==> src/rtl/instruction_fetch_decode_if.sv <==
// Bus between the fetch/decode stage and its neighbours: instruction memory
// read port, the decoded-instruction handshake to Execution, and start/halt control.
interface instruction_fetch_decode_if #(
    parameter int ADDR_W = 16
);
    logic              start;
    logic              imem_rd;
    logic [ADDR_W-1:0] imem_addr;
    logic [255:0]      imem_data;
    logic              dec_valid;
    logic              dec_ready;
    logic [7:0]        dec_opcode;
    logic [7:0]        dec_dest;
    logic [7:0]        dec_src1;
    logic [7:0]        dec_src2;
    logic              dec_is_int;
    logic [ADDR_W-1:0] dec_pc;
    logic              halted;

    modport master (
        input  start, imem_data, dec_ready,
        output imem_rd, imem_addr, dec_valid, dec_opcode, dec_dest, dec_src1,
               dec_src2, dec_is_int, dec_pc, halted
    );

    modport slave (
        output start, imem_data, dec_ready,
        input  imem_rd, imem_addr, dec_valid, dec_opcode, dec_dest, dec_src1,
               dec_src2, dec_is_int, dec_pc, halted
    );
endinterface

==> src/rtl/instruction_fetch_decode.sv <==
// Fetch/decode stage: owns the PC, reads instruction memory, buffers returned
// words in a small FIFO and hands split fields to Execution until STOP is consumed.
module instruction_fetch_decode #(
    parameter int                ADDR_W   = 16,
    parameter logic [ADDR_W-1:0] PC_START = {ADDR_W{1'b0}},
    parameter int                DEPTH    = 4
) (
    input  logic                        Clk,
    input  logic                        Reset,
    instruction_fetch_decode_if.master  bus
);
    localparam int         PTR_W   = (DEPTH > 1) ? $clog2(DEPTH) : 1;
    localparam int         CNT_W   = PTR_W + 1;
    localparam logic [7:0] OP_STOP = 8'hFF;

    typedef enum logic [1:0] {
        ST_FETCH  = 2'd0,
        ST_DRAIN  = 2'd1,
        ST_HALTED = 2'd2
    } state_t;

    state_t            state_r;
    state_t            state_next_s;
    logic [ADDR_W-1:0] pc_r;
    logic [ADDR_W-1:0] ret_pc_r;
    logic              inflight_r;
    logic [31:0]       instr_mem_r [DEPTH];
    logic [ADDR_W-1:0] pc_mem_r    [DEPTH];
    logic [PTR_W-1:0]  wr_ptr_r;
    logic [PTR_W-1:0]  rd_ptr_r;
    logic [CNT_W-1:0]  count_r;
    logic [CNT_W-1:0]  occ_s;
    logic [31:0]       head_s;
    logic              ret_valid_s;
    logic              ret_stop_s;
    logic              enq_s;
    logic              deq_s;
    logic              stop_hs_s;
    logic              rd_s;
    logic              full_s;
    logic              empty_s;
    logic              unused_s;

    // Returns only count while fetching, so the read racing a STOP return and
    // any read issued before a reset are dropped on arrival.
    assign ret_valid_s = inflight_r && (state_r == ST_FETCH);
    assign ret_stop_s  = ret_valid_s && (bus.imem_data[31:24] == OP_STOP);
    assign enq_s       = ret_valid_s;
    assign empty_s     = (count_r == {CNT_W{1'b0}});
    assign full_s      = (count_r == CNT_W'(DEPTH));
    assign deq_s       = !empty_s && bus.dec_ready;
    assign occ_s       = count_r + CNT_W'(inflight_r);
    assign head_s      = instr_mem_r[rd_ptr_r];
    assign stop_hs_s   = deq_s && (state_r == ST_DRAIN) && (head_s[31:24] == OP_STOP);
    assign unused_s    = ^bus.imem_data[255:32];

    assign bus.imem_addr  = pc_r;
    assign bus.dec_opcode = head_s[31:24];
    assign bus.dec_dest   = head_s[23:16];
    assign bus.dec_src1   = head_s[15:8];
    assign bus.dec_src2   = head_s[7:0];
    assign bus.dec_is_int = head_s[28];
    assign bus.dec_pc     = pc_mem_r[rd_ptr_r];

    // State register
    always_ff @(posedge Clk) begin
        if (Reset) begin
            state_r <= ST_FETCH;
        end else begin
            state_r <= state_next_s;
        end
    end

    // Next-state logic
    always_comb begin
        state_next_s = state_r;
        case (state_r)
            ST_FETCH:  if (ret_stop_s) state_next_s = ST_DRAIN;  else state_next_s = ST_FETCH;
            ST_DRAIN:  if (stop_hs_s)  state_next_s = ST_HALTED; else state_next_s = ST_DRAIN;
            ST_HALTED: if (bus.start)  state_next_s = ST_FETCH;  else state_next_s = ST_HALTED;
            default:   state_next_s = ST_FETCH;
        endcase
    end

    // Outputs: reads are throttled so buffered plus in-flight words never exceed DEPTH
    always_comb begin
        rd_s          = 1'b0;
        bus.halted    = 1'b0;
        bus.dec_valid = !empty_s;
        case (state_r)
            ST_FETCH:  rd_s = !Reset && !ret_stop_s && (occ_s < CNT_W'(DEPTH));
            ST_DRAIN:  rd_s = 1'b0;
            ST_HALTED: bus.halted = 1'b1;
            default:   rd_s = 1'b0;
        endcase
        bus.imem_rd = rd_s;
    end

    // PC and in-flight tracking
    always_ff @(posedge Clk) begin
        if (Reset) begin
            pc_r       <= PC_START;
            ret_pc_r   <= PC_START;
            inflight_r <= 1'b0;
        end else begin
            inflight_r <= rd_s;
            if (rd_s) begin
                pc_r     <= pc_r + ADDR_W'(1'b1);
                ret_pc_r <= pc_r;
            end else if ((state_r == ST_HALTED) && bus.start) begin
                pc_r <= PC_START;
            end
        end
    end

    // FIFO pointers and occupancy
    always_ff @(posedge Clk) begin
        if (Reset) begin
            wr_ptr_r <= {PTR_W{1'b0}};
            rd_ptr_r <= {PTR_W{1'b0}};
            count_r  <= {CNT_W{1'b0}};
        end else begin
            if (enq_s) wr_ptr_r <= wr_ptr_r + PTR_W'(1'b1);
            if (deq_s) rd_ptr_r <= rd_ptr_r + PTR_W'(1'b1);
            case ({enq_s, deq_s})
                2'b10:   count_r <= count_r + CNT_W'(1'b1);
                2'b01:   count_r <= count_r - CNT_W'(1'b1);
                default: count_r <= count_r;
            endcase
        end
    end

    // FIFO storage
    always_ff @(posedge Clk) begin
        if (enq_s) begin
            instr_mem_r[wr_ptr_r] <= bus.imem_data[31:0];
            pc_mem_r[wr_ptr_r]    <= ret_pc_r;
        end
    end

    instruction_fetch_decode_chk u_chk (
        .clk  (Clk),
        .rst  (Reset),
        .enq  (enq_s),
        .deq  (deq_s),
        .full (full_s)
    );
endmodule

// Flags a write into a full decode FIFO that is not freed by a same-cycle read.
module instruction_fetch_decode_chk (
    input logic clk,
    input logic rst,
    input logic enq,
    input logic deq,
    input logic full
);
    fifo_overflow_a: assert property (@(posedge clk) disable iff (rst) !(enq && full && !deq));
endmodule

==> src/flat_wrapper.sv <==
// flat-port wrapper written by rule: the top's interface ports become plain ports
module instruction_fetch_decode_flat 
#(
    parameter int                ADDR_W   = 16,
    parameter logic [ADDR_W-1:0] PC_START = {ADDR_W{1'b0}},
    parameter int                DEPTH    = 4
)
  (Clk, Reset, bus_start, bus_imem_data, bus_dec_ready, bus_imem_rd, bus_imem_addr, bus_dec_valid, bus_dec_opcode, bus_dec_dest, bus_dec_src1, bus_dec_src2, bus_dec_is_int, bus_dec_pc, bus_halted);
  instruction_fetch_decode_if #(.ADDR_W(ADDR_W)) bus_i ();
  input  logic Clk;
  input  logic Reset;
  input wire logic [$bits(bus_i.start)-1:0] bus_start;
  input wire logic [$bits(bus_i.imem_data)-1:0] bus_imem_data;
  input wire logic [$bits(bus_i.dec_ready)-1:0] bus_dec_ready;
  output wire logic [$bits(bus_i.imem_rd)-1:0] bus_imem_rd;
  output wire logic [$bits(bus_i.imem_addr)-1:0] bus_imem_addr;
  output wire logic [$bits(bus_i.dec_valid)-1:0] bus_dec_valid;
  output wire logic [$bits(bus_i.dec_opcode)-1:0] bus_dec_opcode;
  output wire logic [$bits(bus_i.dec_dest)-1:0] bus_dec_dest;
  output wire logic [$bits(bus_i.dec_src1)-1:0] bus_dec_src1;
  output wire logic [$bits(bus_i.dec_src2)-1:0] bus_dec_src2;
  output wire logic [$bits(bus_i.dec_is_int)-1:0] bus_dec_is_int;
  output wire logic [$bits(bus_i.dec_pc)-1:0] bus_dec_pc;
  output wire logic [$bits(bus_i.halted)-1:0] bus_halted;
  assign bus_i.start = bus_start;
  assign bus_i.imem_data = bus_imem_data;
  assign bus_i.dec_ready = bus_dec_ready;
  assign bus_imem_rd = bus_i.imem_rd;
  assign bus_imem_addr = bus_i.imem_addr;
  assign bus_dec_valid = bus_i.dec_valid;
  assign bus_dec_opcode = bus_i.dec_opcode;
  assign bus_dec_dest = bus_i.dec_dest;
  assign bus_dec_src1 = bus_i.dec_src1;
  assign bus_dec_src2 = bus_i.dec_src2;
  assign bus_dec_is_int = bus_i.dec_is_int;
  assign bus_dec_pc = bus_i.dec_pc;
  assign bus_halted = bus_i.halted;
  instruction_fetch_decode #(.ADDR_W(ADDR_W), .PC_START(PC_START), .DEPTH(DEPTH)) u_core (.Clk(Clk), .Reset(Reset), .bus(bus_i));
endmodule
==> config.mk <==
export PLATFORM = sky130hd
export DESIGN_NAME = instruction_fetch_decode_flat
export DESIGN_NICKNAME = d
export VERILOG_FILES = /design/src/rtl/instruction_fetch_decode_if.sv /design/src/rtl/instruction_fetch_decode.sv /design/src/flat_wrapper.sv
export SDC_FILE = /design/constraint.sdc
export NUM_CORES = 1
export LEC_CHECK = 0
export CORE_AREA = 3 3 147 149
export CTS_CLUSTER_DIAMETER = 50
export DETAILED_ROUTE_END_ITERATION = 7
export DIE_AREA = 0 0 150 152
export GPL_TIMING_DRIVEN = 0
export PLACE_DENSITY = 0.78
export SYNTH_ARGS = -nofsm -noshare
export SYNTH_HDL_FRONTEND = slang
export SYNTH_HIERARCHICAL = 1
export SYNTH_SLANG_ARGS = --single-unit
==> constraint.sdc <==
create_clock -name Clk -period 3.1 [get_ports Clk]
set_clock_uncertainty 0.15 [all_clocks]
set_input_delay 0.31 -clock Clk [delete_from_list [all_inputs] [get_ports Clk]]
set_output_delay 0.31 -clock Clk [all_outputs]
set_load 0.01 [all_outputs]
Yosys cells after proc, flatten, opt, wreduce, memory -nomap -nowiden:

Memories as Yosys holds them, arrays and structs flattened. A register that Yosys moved wholly into a read port is not among the register bits.
Cells that the tools add are included.

* add/sub/neg operators: 6
* order comparisons: 1
* eq/ne operators: 6
* multiplexer cells: 15
* reductions and logical operators: 15

Operator list (number)
* 16-bit 2-to-1 mux: 2
* 16-bit by 1-bit adder with 16-bit output (second input constant): 1
* 8-bit == test (second input constant): 2
* 2-bit 2-to-1 mux: 6
* 1-bit logical AND: 8
* 2-bit one-hot mux with 3 select lines: 1
* 3-bit one-hot mux with 2 select lines: 1
* 1-bit 2-to-1 mux: 5
* 2-bit by 1-bit adder with 2-bit output (second input constant): 2
* 2-bit by 1-bit == test with 1-bit output (second input constant): 2
* 2-bit == test (second input constant): 2
* 2-bit nonzero test: 2
* 3-bit by 1-bit adder with 3-bit output: 1
* 3-bit by 1-bit adder with 3-bit output (second input constant): 1
* 1-bit logical NOT: 3
* 3-bit logical NOT: 1
* 3-bit less-than comparator (second input constant): 1
* 3-bit by 1-bit subtractor with 3-bit output (second input constant): 1
* 2-bit logical NOT: 1

* register bits: 42
* RAM bits: 192
* bits of input ports: 260
* memories kept: 2

Memories
* u_core.instr_mem_r: words 4, width 32, read ports 1, clocked after memory_dff 1, wr ports 1, RTL line instruction_fetch_decode.sv:27 `logic [31:0] instr_mem_r [DEPTH];`
* u_core.pc_mem_r: words 4, width 16, read ports 1, clocked after memory_dff 1, wr ports 1, RTL line instruction_fetch_decode.sv:28 `logic [ADDR_W-1:0] pc_mem_r [DEPTH];`

Logic depth before layout (Yosys ltp):

* depth after elaboration: 8
* mapped depth: 9

Worst setup path before layout:

OpenSTA, ideal clock, no wires.

* path type: register to register
* start: reg u_core.state_r[0]
* end: mem u_core.instr_mem_r[0][0] (enable)
* arrival time: 1.848 ns
* required time: 2.540 ns
* slack: 0.691 ns
* stages on the path, launching flop included: 3
* buffers on the path: 0
* cells stage by stage: dfxtp_1 -> nor3b_4 -> and2_1

* cells in the longest elaborated chain, start to end: 4

Ends and longest elaborated chain
* start: declaration: RTL line instruction_fetch_decode.sv:22 `state_t state_r;`
* start signal: assignment: RTL line instruction_fetch_decode.sv:70 `state_r <= state_next_s;`
* 2-bit logical NOT: RTL line instruction_fetch_decode.sv:46 `assign ret_valid_s = inflight_r && (state_r == ST_FETCH);`
* 1-bit logical AND: RTL line instruction_fetch_decode.sv:46
* 1-bit 2-to-1 mux: RTL line instruction_fetch_decode.sv:135 `if (enq_s) begin`
* 1-bit 2-to-1 mux (implied by the code): RTL line instruction_fetch_decode.sv:136 `instr_mem_r[wr_ptr_r] <= bus.imem_data[31:0];`
* end: declaration: RTL line instruction_fetch_decode.sv:27

Every way passes these cells.

==> key figures <==
Run status
  • Status: completed

Final layout
  • Multi-input logic area: 2111 um^2
  • Final Instance Area: 11270 um^2
  • # fillers: 1578
  • Nets: 887
  • Commonest non-fill, non-tap cell in the layout: edfxtp_1
  • Most frequent cells in the layout: edfxtp_1, clkdlybuf4s50_1, mux4_2
  • P&R area growth vs syn: 27.00%
  • Register area: 6646 um^2
  • Antenna cells: 0
  • Fraction of layout cells with a size suffix above 1: 0.1903
  • Post-layout util: 0.5552

Yosys
  • Mux cell area share after synthesis: 0.1252
  • Yosys top cell area share: 0.6497
  • Cell taking the most area after synthesis: edfxtp_1
  • Largest family of logic cells by synthesized area: multiplexers
  • Synth Area per Inst: 18.34 um^2
  • Simple-gate share of the synthesized area: 0.05893
  • Synth Area in Adders: 0.01071
  • Syn_nets: 751
  • Ys flop type: edfxtp_1
  • Post-synthesis async set-or-reset flop share: 0
  • Netlist cell types: 45
  • Post-Synth XOR/XNOR Area: 0.009869
  • Mapped Cells: 484
  • Synth top area cells: edfxtp_1, mux4_2, dfxtp_1
  • Sequential area share after synthesis: 0.7489
  • Seq cells post-synth: 236
  • Synth Area in Compound Gates: 0.03116
  • Mapped cell area: 8875 um^2
  • Post-synth EDFFs: 192
  • Warnings from Yosys: 6

Setup path
  • Critical path type: register to output port
  • Most frequent CP cell: buf_4
  • Crit path largest cell delay: 0.55 ns
  • CP Cell Sequence: buf_4 > buf_4 > mux4_2 > clkdlybuf4s50_1
  • CP Max Fanout: 10
  • FF-to-FF Start: u_core/bus.imem_addr[0]$_SDFFE_PP0P_
  • Startpoint Class: register
  • FF-to-FF End: u_core/bus.imem_addr[10]$_SDFFE_PP0P_
  • Worst reg-to-reg setup slack: 0.77 ns
  • Worst setup EP type: output port
  • Crit path DAT: 2.54 ns
  • Crit path max-delay cell type: mux4_2
  • Critical Path RT: 2.64 ns
  • R2r worst-path depth: 6

Power and ir drop
  • PwrDens: 832.3 nW/um^2
  • Maximum vdd drop: 0.4201 mV
  • Pleak: 3.689 nW

Clock network
  • Deepest clock path buffer count: 3
  • H-tree Lvls: 1
  • Clk_lat worst skew: 0.52 ns
  • Clock root buffer master: clkbuf_16
  • Clock sinks: 236
  • Clock transition at path regs: 0.06 ns
  • Total clock buffers created by CTS: 28
  • Cts hold-fix bufs: 0
  • CTS tree: yes

Drt
  • Routed WL: 17270 um
  • DRT antenna net count: 0
  • DRC Markers: 0
  • Pre-Repair DR Iteration Count: 5
  • Wire length per cell: 18.96 um
  • DRT iter0 DRCs: 281
  • Routed vias: 4736
  • Vias per cell: 5.199

STA
  • Fin Setup TNS: 0 ns
  • Max frequency: 333.1 MHz
  • Final period util: 0.9685
  • Worst slew pin tran: 0.7456 ns
  • Slew headroom: 0.5029
  • RSZ-0062 raised after global routing: true
  • Setup Viol. Count Final: 0
  • Hold Vio Cnt, Final: 0
  • Pins Over Slew Limit: 0
  • Final min period: 3.002 ns

Placement
  • Dpl hpwl: 11450 um
  • Placed cell area: 10320 um^2
  • Final Wtd Congestion: 0.8812
  • Buffers on Ports: 102

Global route
  • Global-route wire length before repair: 27410 um
  • GRT Total Usage: 0.1517
  • Initial antenna violation count: 2
  • Vias in the first global route: 5042
  • GRT Residual Overflow: 0
  • Pin count of the biggest net entering global routing: 31

Floorplan
  • Die Span Y: 152 um
  • Core area: 20300 um^2
  • Initial core utilization: 0.4372
  • Die width: 150 um
  • Rows: 52
  • Die ar.: 22800 um^2
  • Number of top-level pins: 328

Worst hold path
  • Sink of the worst hold path: u_core/bus.imem_addr[5]$_SDFFE_PP0P_
  • Hold path depth: 3
  • Min-delay worst type: input pin to register
  • Start point of the worst hold path: Reset

Run
  • Max-cap violations: 0
==> routing by layer <==
layer	track usage	part of all wire	vias up
met5	0	0.0014	-
li1	-	-	2188
met3	0.03128	0.058	30
met1	0.2152	0.45	2363
met2	0.2440	0.48	151
met4	0.03529	0.016	4
==> cell usage after synthesis (2+ instances only) <==
cell type  instances
nand4_1            6
o21ai_1            2
inv_2              2
ha_1               6
nand2_1           44
o21a_1             2
o21ai_0            4
nor2_1            13
inv_1              8
nand3_1           12
buf_1              2
nor4_1             2
or3_1              3
a21oi_1           24
a311o_1            2
clkbuf_1           8
buf_2              9
xor2_1             3
and2_1             6
mux2i_1            3
edfxtp_1         192
buf_4              2
and3_1             5
nor3_1             4
dfxtp_1           44
and4_1             4
mux4_2            48
xnor2_1            7
==> worst max-delay path by stage <==
stage,startpoint,to,depth (start not counted)
2_1_floorplan,u_core/state_r[0]$_SDFF_PP0_,u_core/instr_mem_r[0][0]$_DFFE_PP_,2
3_3_place_gp,u_core/state_r[0]$_SDFF_PP0_,u_core/instr_mem_r[0][10]$_DFFE_PP_,2
3_5_place_dp,bus_imem_data[26],bus_imem_rd,8
4_1_cts,register,bus_dec_pc[3],4
5_1_grt,register,bus_dec_pc[3],4
6_report,register,bus_dec_pc[3],4
==> cells by family after synthesis <==
logic type,after synthesis
fa+ha+maj,7
mux,51
compound gates,44
buf+inv,31
flops,236
simple gates,105
xor+xnor,10
==> per-stage QoR <==
stage	total power, mW	setup slack, ns	hold slack, ns	std cells
after global routing	9.813	-0.03301	0.2640	911
after detailed placement	6.378	0.01774	0.3392	860
after CTS	9.529	0.01416	0.1943	911
after floorplan	5.268	0.6912	0.2589	484
after global placement	6.283	-0.1759	0.3248	856
final	9.381	0.09751	0.2410	911
==> flip-flops by register name (all words and copies together), names as in the netlist, named ones only <==
signal	cells
u_core/count_r	3
u_core/state_r	2
u_core/wr_ptr_r	2
u_core/instr_mem_r	128
u_core/bus.imem_addr	16
u_core/ret_pc_r	16
u_core/rd_ptr_r	2
u_core/inflight_r	1
u_core/pc_mem_r	64
==> critical path, delay by kind of cell, from the launching register on <==
| family | cells | cell delay [ns] |
|---|---|---|
| buffers and inverters | 3 | 1.06 |
| multiplexers | 1 | 0.55 |
| flip-flops | 1 | 0.41 |
==> final cells by class <==
cell class | instances | share of cell area
Sequential cell | 236 | 0.5897
Multi-Input combinational cell | 217 | 0.1873
Timing Repair Buffer | 107 | 0.09836
Clock buffer | 40 | 0.07360
Tap cell | 270 | 0.02997
Buffer | 20 | 0.01021
Clock inverter | 11 | 0.007327
Inverter | 10 | 0.003552
==> what timing repair did <==
| item | in CTS | in global routing |
|---|---|---|
| setup buffers | 1 | 0 |
| cloned | 0 | 0 |
| pin swaps | 1 | 0 |
| resized for setup | 12 | 3 |
| endpoints found under the setup margin | 41 | 19 |
==> where the power goes <==
group / switching [mW] / internal (mW)
registers: 0.131 / 3.82
clock network: 1.22 / 1.88
logic: 1.06 / 1.26
total: 2.41 / 6.97
No activity file was read; power rests on OpenSTA's default activity.
